--- src/rtl/laser_pt_feeder.sv ---
// laser_pt_feeder: buffers NUM_PTS-point frames and streams them into a LASER core
// Ports: CLK; RST_N async active-low reset; IN_VALID/IN_READY/IN_X/IN_Y upstream point handshake;
//   CORE_RST/CORE_X/CORE_Y drive the core, CORE_DONE is its frame-complete pulse;
//   BUSY marks streaming or awaiting CORE_DONE; FRAME_CNT counts completed frames (wraps).
// Define LASER_FEED_PINGPONG_EN for two banks so the next frame loads while the current one plays.
module laser_pt_feeder #(
  parameter int NUM_PTS = 40,
  parameter int CNT_W = 8
) (
  input  logic             CLK,
  input  logic             RST_N,
  input  logic             IN_VALID,
  output logic             IN_READY,
  input  logic [3:0]       IN_X,
  input  logic [3:0]       IN_Y,
  output logic             CORE_RST,
  output logic [3:0]       CORE_X,
  output logic [3:0]       CORE_Y,
  input  logic             CORE_DONE,
  output logic             BUSY,
  output logic [CNT_W-1:0] FRAME_CNT
);
`ifdef LASER_FEED_PINGPONG_EN
  localparam int NB = 2;
`else
  localparam int NB = 1;
`endif
  localparam int IW = $clog2(NUM_PTS + 1);
  localparam int AW = $clog2(NB * NUM_PTS + 1);
  localparam logic [IW-1:0] LAST = IW'(NUM_PTS - 1);
  localparam logic [IW-1:0] FULL = IW'(NUM_PTS);
  typedef enum logic [1:0] {COLLECT, KICK, STREAM, WAIT_DONE} state_t;
  state_t state;
  logic [7:0] mem [NB*NUM_PTS];
  logic [IW-1:0] wr_idx, rd_idx, wr_idx_nxt, rd_nxt;
  logic wr_bank, rd_bank, xfer, last_wr, fin, clr, kick_now, ready_nxt;
  logic [AW-1:0] wa, ra;
  always_comb begin
    xfer = IN_VALID && IN_READY;
    last_wr = xfer && wr_idx == LAST;
    fin = state == WAIT_DONE && CORE_DONE;
`ifdef LASER_FEED_PINGPONG_EN
    // a bank filling on this very edge counts as full, so a coincident CORE_DONE swaps straight to KICK
    clr = (wr_idx == FULL || last_wr) && (state == COLLECT || fin);
    kick_now = clr && fin;
    rd_bank = ~wr_bank;
`else
    clr = fin;
    kick_now = 1'b0;
    rd_bank = 1'b0;
`endif
    wr_idx_nxt = clr ? '0 : wr_idx + IW'(xfer);
`ifdef LASER_FEED_PINGPONG_EN
    ready_nxt = wr_idx_nxt != FULL;
`else
    ready_nxt = (state == COLLECT && !last_wr) || fin;
`endif
    // KICK preloads point 0 so STREAM shows point k in its k-th cycle
    rd_nxt = state == KICK ? '0 : rd_idx + IW'(1);
    wa = AW'(wr_bank ? NUM_PTS : 0) + AW'(wr_idx);
    ra = AW'(rd_bank ? NUM_PTS : 0) + AW'(rd_nxt);
  end
  always_ff @(posedge CLK)
    if (xfer) mem[wa] <= {IN_X, IN_Y};
  always_ff @(posedge CLK or negedge RST_N)
    if (!RST_N) begin
      state <= COLLECT;
      wr_idx <= '0;
      rd_idx <= '0;
      wr_bank <= 1'b0;
      CORE_RST <= 1'b1;
      CORE_X <= '0;
      CORE_Y <= '0;
      IN_READY <= 1'b0;
      BUSY <= 1'b0;
      FRAME_CNT <= '0;
    end else begin
      wr_idx <= wr_idx_nxt;
      IN_READY <= ready_nxt;
`ifdef LASER_FEED_PINGPONG_EN
      wr_bank <= wr_bank ^ clr;
`endif
      case (state)
        COLLECT: if (last_wr) state <= KICK;
        KICK: begin
          state <= STREAM;
          CORE_RST <= 1'b0;
          BUSY <= 1'b1;
          rd_idx <= rd_nxt;
          {CORE_X, CORE_Y} <= mem[ra];
        end
        STREAM: if (rd_idx == LAST) state <= WAIT_DONE;
          else begin
            rd_idx <= rd_nxt;
            {CORE_X, CORE_Y} <= mem[ra];
          end
        WAIT_DONE: if (CORE_DONE) begin
          FRAME_CNT <= FRAME_CNT + CNT_W'(1);
          BUSY <= 1'b0;
          CORE_RST <= 1'b1;
          state <= kick_now ? KICK : COLLECT;
        end
        default: state <= COLLECT;
      endcase
    end
endmodule

--- config.mk ---
export PLATFORM = sky130hd
export DESIGN_NAME = laser_pt_feeder
export DESIGN_NICKNAME = d
export VERILOG_FILES = /design/src/rtl/laser_pt_feeder.sv
export SDC_FILE = /design/constraint.sdc
export NUM_CORES = 1
export LEC_CHECK = 0
export BUFFER_PORTS_ARGS = -buffer_cell sky130_fd_sc_hd__buf_2
export CORE_ASPECT_RATIO = 0.9
export CORE_MARGIN = 2
export CORE_UTILIZATION = 55
export CTS_BUF_LIST = sky130_fd_sc_hd__clkbuf_4
export CTS_CLUSTER_SIZE = 16
export DETAILED_ROUTE_END_ITERATION = 6
export HOLD_SLACK_MARGIN = 0.12
export PLACE_DENSITY = 0.71
export SYNTH_ARGS = -nofsm -noshare
export SYNTH_HDL_FRONTEND = slang
export SYNTH_SLANG_ARGS = --single-unit
--- constraint.sdc ---
create_clock -name CLK -period 2.9 [get_ports CLK]
set_input_delay 0.435 -clock CLK [delete_from_list [all_inputs] [get_ports CLK]]
set_output_delay 0.435 -clock CLK [all_outputs]
set_load 0.005 [all_outputs]
# Word level (Yosys, flattened, before mapping)
# Memory sizes are Yosys's and may differ from the RTL's.
# Cells that the tools add are included.
# classes
add_sub_neg	4
n_eq_ne	9
muxes	19
reduce_logical	13
# op_table
cell	count
two-way mux 6 bit	4
one-hot mux 4 bit (2 select lines)	2
== test 6 bit (second input constant)	2
one-hot mux 6 bit (2 select lines)	1
adder 8 x 1 -> 8 bit (second input constant)	1
two-way mux 4 bit	2
inequality test 2 bit (second input constant)	4
one-hot mux 2 bit (4 select lines)	1
adder 6 x 1 -> 6 bit	1
adder 6 x 1 -> 6 bit (second input constant)	1
adder 6 bit	1
two-way mux 2 bit	3
AND reduction 2 bit	3
== test 2 bit (second input constant)	2
logical AND 1 bit	4
two-way mux 1 bit	4
one-hot mux 1 bit (2 select lines)	2
nonzero test 2 bit	2
AND reduction 3 bit	1
== test 2 x 1 -> 1 bit (second input constant)	1
zero test 2 bit	1
zero test 1 bit	1
logical OR 1 bit	1
# word_totals
ff_bits	33
mem_bits_rw	320
in_bits	12
elab_cells	55
n_memories	1
# mem_list
memory	words	width	rd	rd_clocked_by_memory_dff	write_ports	line	text
mem	40	8	1	0	1	34	logic [7:0] mem [NB*NUM_PTS];

# Depth between registers and ports, before layout
# Gate-level depths: netlist of run 1.
# logic_depth
ltp_word	5
ltp_mapped	11
mapped_depth_nobuf	8

# Worst setup path before layout of run 1
# No wires, ideal clock.
# synth_timing
path_kind	flip-flop to flip-flop
start	reg state[1]
end	reg CORE_X[3]
arrival_ns	2.007
t_required_ns	2.771
path_slack_ns	0.765
path_stages_with_launch	9
period_less_slack_ns	2.135
cell_sequence	dfrtp_1 -> inv_1 -> ha_1 -> nor2_1 -> buf_4 -> mux4_2 -> mux2_2 -> o211ai_2 -> nand3_1
# synth_between
elab_chain_len	5
elab_cells_between_ends	9
# synth_lines
element	line	text
start, declared	33	state_t state;
start signal, assigned	101	state <= kick_now ? KICK : COLLECT;
== test 2 x 1 -> 1 bit	59, 83	
two-way mux 6 bit	59	rd_nxt = state == KICK ? '0 : rd_idx + IW'(1);
memory (40 x 8 bit)	n/a	
two-way mux 4 bit	92	STREAM: if (rd_idx == LAST) state <= WAIT_DONE;
one-hot mux 4 bit (2 select lines)	83	case (state)
end signal, assigned	90	{CORE_X, CORE_Y} <= mem[ra];
end signal, assigned	95	{CORE_X, CORE_Y} <= mem[ra];
end, declared	17	output logic [3:0] CORE_X,
# Several ways; a longest one is shown, not always the timed one. The select of a mux whose other input is x is not followed.
# A chain may end at the register's enable or synchronous reset.

# Worst setup path after layout of run 1
# layout_timing
start	reg state[1]
end	reg CORE_X[1]
# Same word-level chain as after synthesis.

==> results by group, run 1 <==
Synth
  • Synth area leader: edfxtp_1
  • Asr flop ratio synth: 0.09348
  • Post-synthesis register bit count: 353
  • Synth top area share: 0.6576
  • Ys flop type: edfxtp_1
  • Top cells by area, synth: edfxtp_1 66%, dfrtp_1 5.5%, mux2i_1 3.2%
  • Ys Warns: 1
  • Synth Cell Area: 0.01461 mm^2
  • Mapped Cells: 970
  • Avg Inst Size Synth: 15.06 um^2
  • Syn nets: 991
  • EDFF count, synth: 320
  • Yosys cell types: 59
  • Sequential fraction of the synthesis area: 0.7142

Clock network
  • Sinks on the clock net: 353
  • CTS tree: built
  • Worst-path clk slew: 0.07 ns
  • Clk Latency, worst-skew pair: 0.75 ns
  • Clock root buffer master: clkbuf_4
  • TritonCTS buffer count: 87
  • H-tree depth: 3
  • Clock Path Buffers: 3

STA
  • Final WS setup: 0.1079 ns
  • Final period util: 0.9628
  • Max Fclk: 358.2 MHz
  • Hold_ws: 0.2006 ns
  • Slew @ Worst Pin: 1.092 ns
  • Final setup vio count: 0
  • Tmin final: 2.792 ns
  • Max Clock Skew: 0.04952 ns
  • Worst slew margin: 0.2672
  • Hold Vio Cnt, Final: 0
  • Max-slew violation count: 0

Critical path
  • Crit path DAT: 3.39 ns
  • Worst R2R Path Depth: 11
  • CP startpoint kind: flop
  • Slowest CP cell: o41ai_1
  • Req. time, crit path: 3.50 ns
  • CP Capture Type: flop
  • Crit path from: state[1]
  • Flop2flop setup slack: 0.11 ns
  • Worst-path cell chain: inv_1, ha_2, buf_4, inv_1, o21ai_0, a21oi_2, buf_4, a311oi_1, o41ai_1, buf_4, nand3_1
  • Reg2Reg Launch Point: state[1]
  • Crit-path leading delay family: compound AO/OA/AOI/OAI gates
  • CP max FO: 18
  • End of the critical path: CORE_X[1]
  • Largest stage delay, worst path: 0.49 ns
  • CP dominant cell by count: buf_4
  • Worst Path Class, Setup: flop to flop
  • CP bufs+invs: 5
  • Worst R2R End: CORE_X[1]
  • Critical path depth in cells: 11

GRT
  • Total GRT Usage: 0.2555
  • Vias in the first global route: 8794
  • Total grt overflow: 0
  • Antenna violations before repair: 1
  • Largest net degree at the start of global routing: 49
  • Global-route wire length before repair: 52490 um

Power
  • Pleak: 5.796 nW
  • Worst vdd ir: 527.7 uV
  • Pwr dens: 925.2 mW/mm^2

Die
  • Starting Density: 0.5606
  • # IOs: 31
  • Die Ht: 158.6 um
  • Std-Cell Rows: 56
  • DIE AREA: 0.02789 mm^2
  • Die width: 175.8 um
  • CORE AREA: 0.02607 mm^2

Status
  • Outcome: finished, final reports clean

Detailed routing
  • Residual DRC: 0
  • DR iter-0 viols: 1022
  • WL per Instance: 22.95 um
  • Total iterations of the first detailed-routing run: 5
  • Overall via count from detail_route: 8999
  • Final wirelength: 34490 um
  • Drt via density: 5.987
  • Post-DRT Antenna Nets: 0

Final layout
  • Layout cells sized above 1: 0.2448
  • Final core occ: 0.6338
  • Area Overhead vs Synth: 13.06%
  • Nets: 1113

Placement
  • Port buffer count: 30
  • GPL Wtd Cong: 0.9612
  • Pre-CTS setup slack: 0.01681 ns
  • HPWL after detailed placement: 22000 um

Flow run
  • Max Cap Violations: 0

Min path
  • Worst hold path type: input pin to flop
[per-stage QoR]
| step | instance area (um^2) | TNS, ns | cells | power, mW |
|---|---|---|---|---|
| CTS | 16450 | 0 | 1498 | 15.23 |
| detailed placement | 15300 | 0 | 1347 | 11.07 |
| global placement | 15300 | 0 | 1347 | 11.00 |
| global route | 16520 | -0.1564 | 1503 | 16.00 |
| finish | 16520 | 0 | 1503 | 15.29 |
| floorplan | 14610 | 0 | 970 | 9.531 |
[power breakdown]
group | internal, mW | switching (mW)
sequential | 5.76 | 0.220
clock | 2.24 | 1.93
combinational | 1.94 | 3.19
[layout make-up]
class	count	area [um^2]
Multi-Input combinational cell	548	3827
Inverter	8	30.03
Tap cell	348	435.4
Clock buffer	132	991.0
Clock inverter	17	133.9
Antenna cell	3	7.507
Sequential cell	353	10440
Fill cell	1951	9544
Timing Repair Buffer	94	655.6
[layout by cell type (no fill, tap or decap), types with 6 or more instances in the layout]
cell       instances
edfxtp_1         320
clkbuf_4         132
nand2_1          107
nor2_1            64
buf_4             59
mux2i_1           47
dfrtp_1           31
buf_2             30
and3_1            27
o22ai_1           27
nand3_1           23
o21ai_0           18
a211oi_1          18
a21oi_1           17
nor2b_1           16
mux4_2            15
a2111oi_0         13
mux2_2            12
o221ai_1          12
nor3_1            11
xnor2_1           10
clkinv_1          10
inv_1              8
a22oi_1            8
a311oi_1           8
o41ai_1            7
a2bb2oi_1          7
ha_1               7
o2bb2ai_1          6
[cells by family after synthesis]
logic type | after synthesis | share of synthesized area
XOR/XNOR | 14 | 0.009676
buffers and inverters | 69 | 0.02757
multiplexers | 74 | 0.06456
flip-flops | 353 | 0.7142
AO/OA/AOI/OAI | 174 | 0.08896
adder cells (fa/ha/maj) | 9 | 0.007706
AND/OR/NAND/NOR | 277 | 0.08734
[metal layers]
layer  vias to the layer above  routed length [um]  track usage  share of wire
met2                       460               15890       0.3920           0.46
li1                       4048                   -            -              -
met5                         -                   0            0              0
met1                      4411               14340       0.3525           0.42
met3                        80                3087      0.06280          0.090
met4                         0                1169       0.1114          0.034
[cell usage after synthesis (11+ instances only)]
library cell	n
edfxtp_1	320
nand2_1	107
nor2_1	65
mux2i_1	47
dfrtp_1	32
and3_1	27
o22ai_1	27
nand3_1	23
a211oi_1	19
buf_2	19
clkbuf_1	18
o21ai_0	18
a21oi_1	17
a2111oi_0	16
nor2b_1	16
mux4_2	15
mux2_2	12
o221ai_1	12
buf_6	11
nor3_1	11
o41ai_1	11
[worst min path at each step]
stage / start / to / slack (ns) / depth (start not counted)
after floorplan: RST_N / BUSY / 0.14 / 0
after global placement: FRAME_CNT[7] / FRAME_CNT[7] / 0.45 / 1
after detailed placement: FRAME_CNT[7] / FRAME_CNT[7] / 0.47 / 1
after CTS: IN_VALID / wr_idx[0] / 0.15 / 4
after global routing: IN_VALID / wr_idx[0] / 0.17 / 4
final: IN_VALID / wr_idx[0] / 0.20 / 4
[sequential cells by signal, summed over array words and instances (netlist names)]
register and count:
CORE_X 4, state 2, CORE_RST 1, wr_idx 6, CORE_Y 4, IN_READY 1, BUSY 1, mem 320
FRAME_CNT 8, rd_idx 6
[worst min-delay path, cell delays in order]
cell	delay, ns
buf_2	0.08
and2_1	0.14
ha_1	0.12
and2_1	0.11
[what timing repair did]
item	4_1_cts	5_1_grt
setup buffers	0	2
gates resized for setup	0	11
hold endpoints to repair	37	0
setup endpoints to repair	0	5
hold buffers	2	0
Power figures use the tool's default switching activity.
==> inputs of run 2 (changes only) <==
--- a/config.mk
+++ b/config.mk
@@ -10,10 +10,12 @@
 export CORE_MARGIN = 2
 export CORE_UTILIZATION = 55
 export CTS_BUF_LIST = sky130_fd_sc_hd__clkbuf_4
+export CTS_CLUSTER_DIAMETER = 120
 export CTS_CLUSTER_SIZE = 16
 export DETAILED_ROUTE_END_ITERATION = 6
 export HOLD_SLACK_MARGIN = 0.12
 export PLACE_DENSITY = 0.71
+export SETUP_SLACK_MARGIN = 0.5
 export SYNTH_ARGS = -nofsm -noshare
 export SYNTH_HDL_FRONTEND = slang
 export SYNTH_SLANG_ARGS = --single-unit
==> constraint.sdc (replaced) <==
create_clock -name CLK -period 3.1 [get_ports CLK]
set_input_delay 0.465 -clock CLK [delete_from_list [all_inputs] [get_ports CLK]]
set_output_delay 0.465 -clock CLK [all_outputs]
set_load 0.005 [all_outputs]
==> run 2 against run 1 <==
Compared with the run above:
- register-to-register slack better by 0.35 ns
- fmax increased by 5.8%
- sequential cell count unchanged
- global-route usage down 0.56 points
- clock power shrank 50%
- final area shrank 3.5%
- non-clock buffer count rose by 2
- sequential power down 6.7%
==> results by group, run 2 (synthesis gave the netlist of run 1 again) <==
Min path
  • Worst Min Path Start: IN_VALID
  • Worst hold path type: input pin to flop

Detailed routing
  • Drt via density: 6.261
  • Overall via count from detail_route: 8809
  • Post-DRT Antenna Nets: 0
  • Total iterations of the first detailed-routing run: 5
  • WL per Instance: 24.65 um
  • DR iter-0 viols: 1051
  • Final wirelength: 34690 um
  • Residual DRC: 0

Placement
  • Port buffer count: 30
  • Pre-CTS setup slack: 0.02428 ns
  • GPL Wtd Cong: 0.9960
  • HPWL after detailed placement: 21790 um

Critical path
  • Largest stage delay, worst path: 0.52 ns
  • Crit path from: rd_idx[0]
  • Reg2Reg Launch Point: rd_idx[0]
  • CP max FO: 8
  • CP startpoint kind: flop
  • Worst Path Class, Setup: flop to flop
  • Slowest CP cell: dfrtp_4
  • Req. time, crit path: 3.72 ns
  • Crit path DAT: 3.26 ns
  • Worst-path cell chain: ha_2, mux2_2, a22o_1, and3_1, o41ai_1, buf_4, nand3_1
  • CP Capture Type: flop

Clock network
  • Sinks on the clock net: 353
  • TritonCTS buffer count: 26
  • Clock root buffer master: clkbuf_4
  • Worst-path clk slew: 0.19 ns
  • H-tree depth: 1
  • Clock Path Buffers: 3
  • Clk Latency, worst-skew pair: 0.76 ns
  • CTS tree: built

Status
  • Outcome: finished, final reports clean

Final layout
  • Area Overhead vs Synth: 9.144%
  • Nets: 1057
  • Most frequent cells in the layout: 320 x edfxtp_1, 107 x nand2_1, 64 x nor2_1, 57 x buf_4
  • Max reg flops: 320
  • Commonest non-fill, non-tap cell in the layout: edfxtp_1
  • Fill count: 1995
  • Largest Register: mem
  • Largest regs: mem x320, FRAME_CNT x8
  • Layout cells sized above 1: 0.1960

STA
  • Final period util: 0.8512
  • Hold Vio Cnt, Final: 0
  • Final setup vio count: 0
  • Max-slew violation count: 0
  • Worst slew margin: 0.3653
  • Tmin final: 2.639 ns
  • Max Fclk: 379.0 MHz
  • Final WS setup: 0.4614 ns
  • Max Clock Skew: 0.08408 ns
  • RSZ-0062 raised after global routing: yes
  • Hold_ws: 0.1960 ns
  • Slew @ Worst Pin: 0.9485 ns
  • Final setup TNS: 0 ns

Die
  • # IOs: 31
  • Std-Cell Rows: 56
  • Starting Density: 0.5606
  • CORE AREA: 0.02607 mm^2
  • Die width: 175.8 um
  • Die Ht: 158.6 um
  • DIE AREA: 0.02789 mm^2

GRT
  • Antenna violations before repair: 1
  • Largest net degree at the start of global routing: 41
  • Vias in the first global route: 8421
  • Global-route wire length before repair: 51630 um
  • Total grt overflow: 0
  • Total GRT Usage: 0.2499

Power
  • Worst vdd ir: 582.4 uV
  • Pleak: 5.413 nW
  • Pwr dens: 806.7 mW/mm^2
  • Design Power: 12.87 mW

Flow run
  • Max Cap Violations: 0
==> run 2: cell types whose count changed in the layout (fill, tap and decap cells not counted), moves of 3 or more <==
cell / previous run / this run
clkbuf_4: 132 / 47
o41ai_1: 7 / 4
a211oi_1: 18 / 15
a211oi_2: 1 / 4
clkinv_1: 10 / 0
a2111oi_0: 13 / 9
==> run 2: layout make-up <==
| type | count | area, um^2 | share of cell area |
|---|---|---|---|
| tap | 348 | 435.4 | 0.02730 |
| timing repair buffer | 96 | 698.2 | 0.04378 |
| clock inverter | 1 | 16.27 | 0.001020 |
| multi-input combinational | 551 | 3969 | 0.2488 |
| antenna | 3 | 7.507 | 0.0004707 |
| sequential | 353 | 10440 | 0.6546 |
| inverter | 8 | 30.03 | 0.001883 |
| clock buffer | 47 | 352.8 | 0.02212 |
==> run 2: repair_timing <==
action / 4_1_cts / 5_1_grt
gates cloned: 2 / 1
endpoints found under the setup margin: 7 / 8
setup buffers: 11 / 4
hold buffers: 2 / 0
hold endpoints to repair: 37 / 0
pin swaps: 3 / 6
gates resized for setup: 11 / 26
==> run 2: metrics by stage <==
stage,utilization,cell area (um^2),instances
after floorplan,-,14610,970
after global placement,0.5835,15210,1336
after detailed placement,0.5835,15210,1336
after CTS,0.6054,15780,1399
after global routing,0.6119,15950,1407
final,0.6119,15950,1407
==> run 2: metal layers <==
metal,vias up,part of all wire,global-route usage
li1,3899,-,-
met1,4397,0.42,0.3602
met2,450,0.46,0.4021
met3,63,0.094,0.04752
met4,0,0.024,0.05510
met5,-,0,0
==> run 2: path summary, 6_finish.rpt <==
check                      slack (ns)      endpoint  depth (start not counted)
min reg2reg                      0.49  FRAME_CNT[7]                          1
max reg2reg                      0.46     CORE_Y[1]                          7
min                              0.20     wr_idx[0]                          4
min in group asynchronous        0.32     rd_idx[0]                          2
max in group asynchronous        2.20     rd_idx[0]                          2
max                              0.46     CORE_Y[1]                          7
==> run 2: where the power goes <==
group | leakage [nW] | total, mW | switching [mW] | internal (mW)
logic | 1.89 | 5.20 | 3.16 | 2.04
clock network | 0.224 | 2.09 | 1.40 | 0.687
registers | 3.30 | 5.58 | 0.194 | 5.38
total | 5.41 | 12.9 | 4.75 | 8.11
==> run 2: worst max-delay path, delay by kind of cell, from the launching register on <==
family          cells  cell delay, ns
compound gates      2            0.76
flops               1            0.52
mux                 1            0.41
fa+ha+maj           1            0.33
simple gates        2            0.30
buf+inv             1            0.18
==> inputs of run 3 (changes only) <==
--- a/config.mk
+++ b/config.mk
@@ -5,7 +5,6 @@
 export SDC_FILE = /design/constraint.sdc
 export NUM_CORES = 1
 export LEC_CHECK = 0
-export BUFFER_PORTS_ARGS = -buffer_cell sky130_fd_sc_hd__buf_2
 export CORE_ASPECT_RATIO = 0.9
 export CORE_MARGIN = 2
 export CORE_UTILIZATION = 55
@@ -13,8 +12,9 @@
 export CTS_CLUSTER_DIAMETER = 120
 export CTS_CLUSTER_SIZE = 16
 export DETAILED_ROUTE_END_ITERATION = 6
+export DONT_BUFFER_PORTS = 1
 export HOLD_SLACK_MARGIN = 0.12
-export PLACE_DENSITY = 0.71
+export PLACE_DENSITY = 0.7
 export SETUP_SLACK_MARGIN = 0.5
 export SYNTH_ARGS = -nofsm -noshare
 export SYNTH_HDL_FRONTEND = slang
==> run 3 against run 2 <==
Compared with the run above:
- largest power group unchanged
- sequential share of layout area decreased by 0.19 points
- global-route usage increased by 0.90 points
- worst setup slack improved by 0.049 ns
- sequential power about the same
==> results by group, run 3 (synthesis gave the netlist of run 1 again) <==
Status
  • Outcome: finished, final reports clean

GRT
  • Total GRT Usage: 0.2589
  • GR peak layer: met2
  • Vias in the first global route: 8437
  • Antenna violations before repair: 2
  • Met2 Use GR: 0.4019
  • Global-route wire length before repair: 53100 um
  • Total grt overflow: 0
  • Largest net degree at the start of global routing: 48
  • M3 GR Usage: 0.07211
  • GRT met1 Usage: 0.3648

Die
  • DIE AREA: 0.02789 mm^2
  • Die width: 175.8 um
  • Std-Cell Rows: 56
  • Die Ht: 158.6 um
  • # IOs: 31
  • CORE AREA: 0.02607 mm^2
  • Starting Density: 0.5606

Flow run
  • Max Cap Violations: 0

STA
  • Max Clock Skew: 0.1023 ns
  • Final setup vio count: 0
  • Max-slew violation count: 0
  • Slew @ Worst Pin: 0.9546 ns
  • Max Fclk: 386.2 MHz
  • Final setup TNS: 0 ns
  • RSZ-0062 raised after global routing: yes
  • Tmin final: 2.589 ns
  • Hold Vio Cnt, Final: 0
  • Hold_ws: 0.4655 ns
  • Final period util: 0.8353
  • Worst slew margin: 0.3594

Placement
  • Dpl cell area: 0.01510 mm^2
  • HPWL after detailed placement: 22440 um
  • GPL Wtd Cong: 0.9263
  • Port buffer count: 0

Detailed routing
  • Total iterations of the first detailed-routing run: 5
  • Final wirelength: 35410 um
  • Residual DRC: 0
  • Post-DRT Antenna Nets: 0
  • Drt via density: 6.282
  • WL per Instance: 25.59 um
  • Overall via count from detail_route: 8694
  • DR iter-0 viols: 968

Power
  • Pleak: 5.357 nW
  • NetSw: 4.696 mW
  • Comb power frac: 0.398
  • Sequential share of power: 0.439
  • Clock group share of total power: 0.163
  • Worst vdd ir: 478.9 uV
  • Pwr dens: 799.5 mW/mm^2
  • Design Power: 12.79 mW
  • Net Sw Frac: 0.3672
  • P_int: 8.092 mW

Critical path
  • Flop2flop setup slack: 0.51 ns
  • CP max FO: 8
  • Crit path DAT: 3.18 ns
  • Worst R2R End: CORE_Y[1]
  • Req. time, crit path: 3.69 ns
  • Crit-path leading delay family: compound AO/OA/AOI/OAI gates
  • Slowest CP cell: dfrtp_4
  • CP bufs+invs: 1
  • Reg2Reg Launch Point: rd_idx[0]
  • CP startpoint kind: flop
  • Worst Path Class, Setup: flop to flop
  • Worst-path cell chain: ha_4, nor2b_1, buf_4, mux2_2, o22ai_1, o21ai_0, a22oi_1, nand3_1
  • Largest stage delay, worst path: 0.57 ns
  • Worst R2R Path Depth: 8
  • CP Capture Type: flop

Min path
  • Worst Min Path Start: CORE_DONE
  • Hold EP: BUSY
  • Hold Path Cell Cnt: 2
  • Worst hold path type: input pin to flop

Clock network
  • Clock Path Buffers: 3
  • TritonCTS buffer count: 26
  • Clk Latency, worst-skew pair: 0.76 ns
  • Worst-path clk slew: 0.18 ns
  • Sinks on the clock net: 353
  • H-tree depth: 1
  • CTS tree: built
  • Clock root buffer master: clkbuf_4

Final layout
  • Final instance area: 0.01600 mm^2
  • Fill count: 1942
  • Commonest non-fill, non-tap cell in the layout: edfxtp_1
  • Largest regs: mem x320, FRAME_CNT x8
  • Most frequent cells in the layout: 320 x edfxtp_1, 107 x nand2_1, 64 x nor2_1, 47 x mux2i_1, 47 x clkbuf_4
  • Largest Register: mem
  • Final core occ: 0.6137
  • Layout cells sized above 1: 0.1662
  • Max reg flops: 320
  • Flip-flop and latch area: 0.01044 mm^2
  • Area of the multi-input gates: 0.003897 mm^2
  • Area Overhead vs Synth: 9.461%
  • Nets: 1036
==> run 3: cell type report <==
type                    count  area share
repair buffers             78     0.05108
clock buffers              47     0.02206
inverters                   8    0.002112
multi-input cells         548      0.2437
well taps                 348     0.02722
clock inverters             1    0.001017
flip-flops and latches    353      0.6527
diodes                      1   0.0001564
==> run 3: repair_timing <==
item                                   4_1_cts  5_1_grt
cloned                                       0        1
hold buffers                                20        1
setup endpoints to repair                    7        8
pin swaps                                    1        4
endpoints found under the hold margin      366        7
buffers inserted                             2        3
resized for setup                           10       23
==> run 3: layer usage <==
layer	up-vias	routed length (um)
met1	4392	15070
li1	3855	-
met3	76	3313
met5	-	0
met2	371	16100
met4	0	926
==> run 3: how the worst max path moves through the flow <==
stage | from | endpoint | slack [ns] | depth (start not counted)
2_1_floorplan | state[1] | CORE_X[3] | 0.96 | 8
3_3_place_gp | state[1] | CORE_Y[2] | 0.36 | 9
3_5_place_dp | state[1] | CORE_Y[1] | 0.34 | 9
4_1_cts | rd_idx[0] | CORE_Y[3] | 0.51 | 7
5_1_grt | rd_idx[0] | CORE_X[2] | 0.47 | 8
6_report | rd_idx[0] | CORE_Y[1] | 0.51 | 8
==> run 3: power groups by stage <==
stage               sequential [mW]  clock, mW  combinational (mW)
finish                         5.61       2.09                5.09
global route                   5.64       2.28                5.46
CTS                            5.60       2.12                4.75
detailed placement             5.70          0                4.52
global placement               5.70          0                4.45
floorplan                      5.59          0                3.33
==> run 3: metrics by stage <==
| stage | setup slack [ns] | cells |
|---|---|---|
| 2_1_floorplan | 0.9649 | 970 |
| 3_3_place_gp | 0.3626 | 1308 |
| 3_5_place_dp | 0.3443 | 1308 |
| 4_1_cts | 0.5124 | 1378 |
| 5_1_grt | 0.4652 | 1384 |
| 6_report | 0.5106 | 1384 |
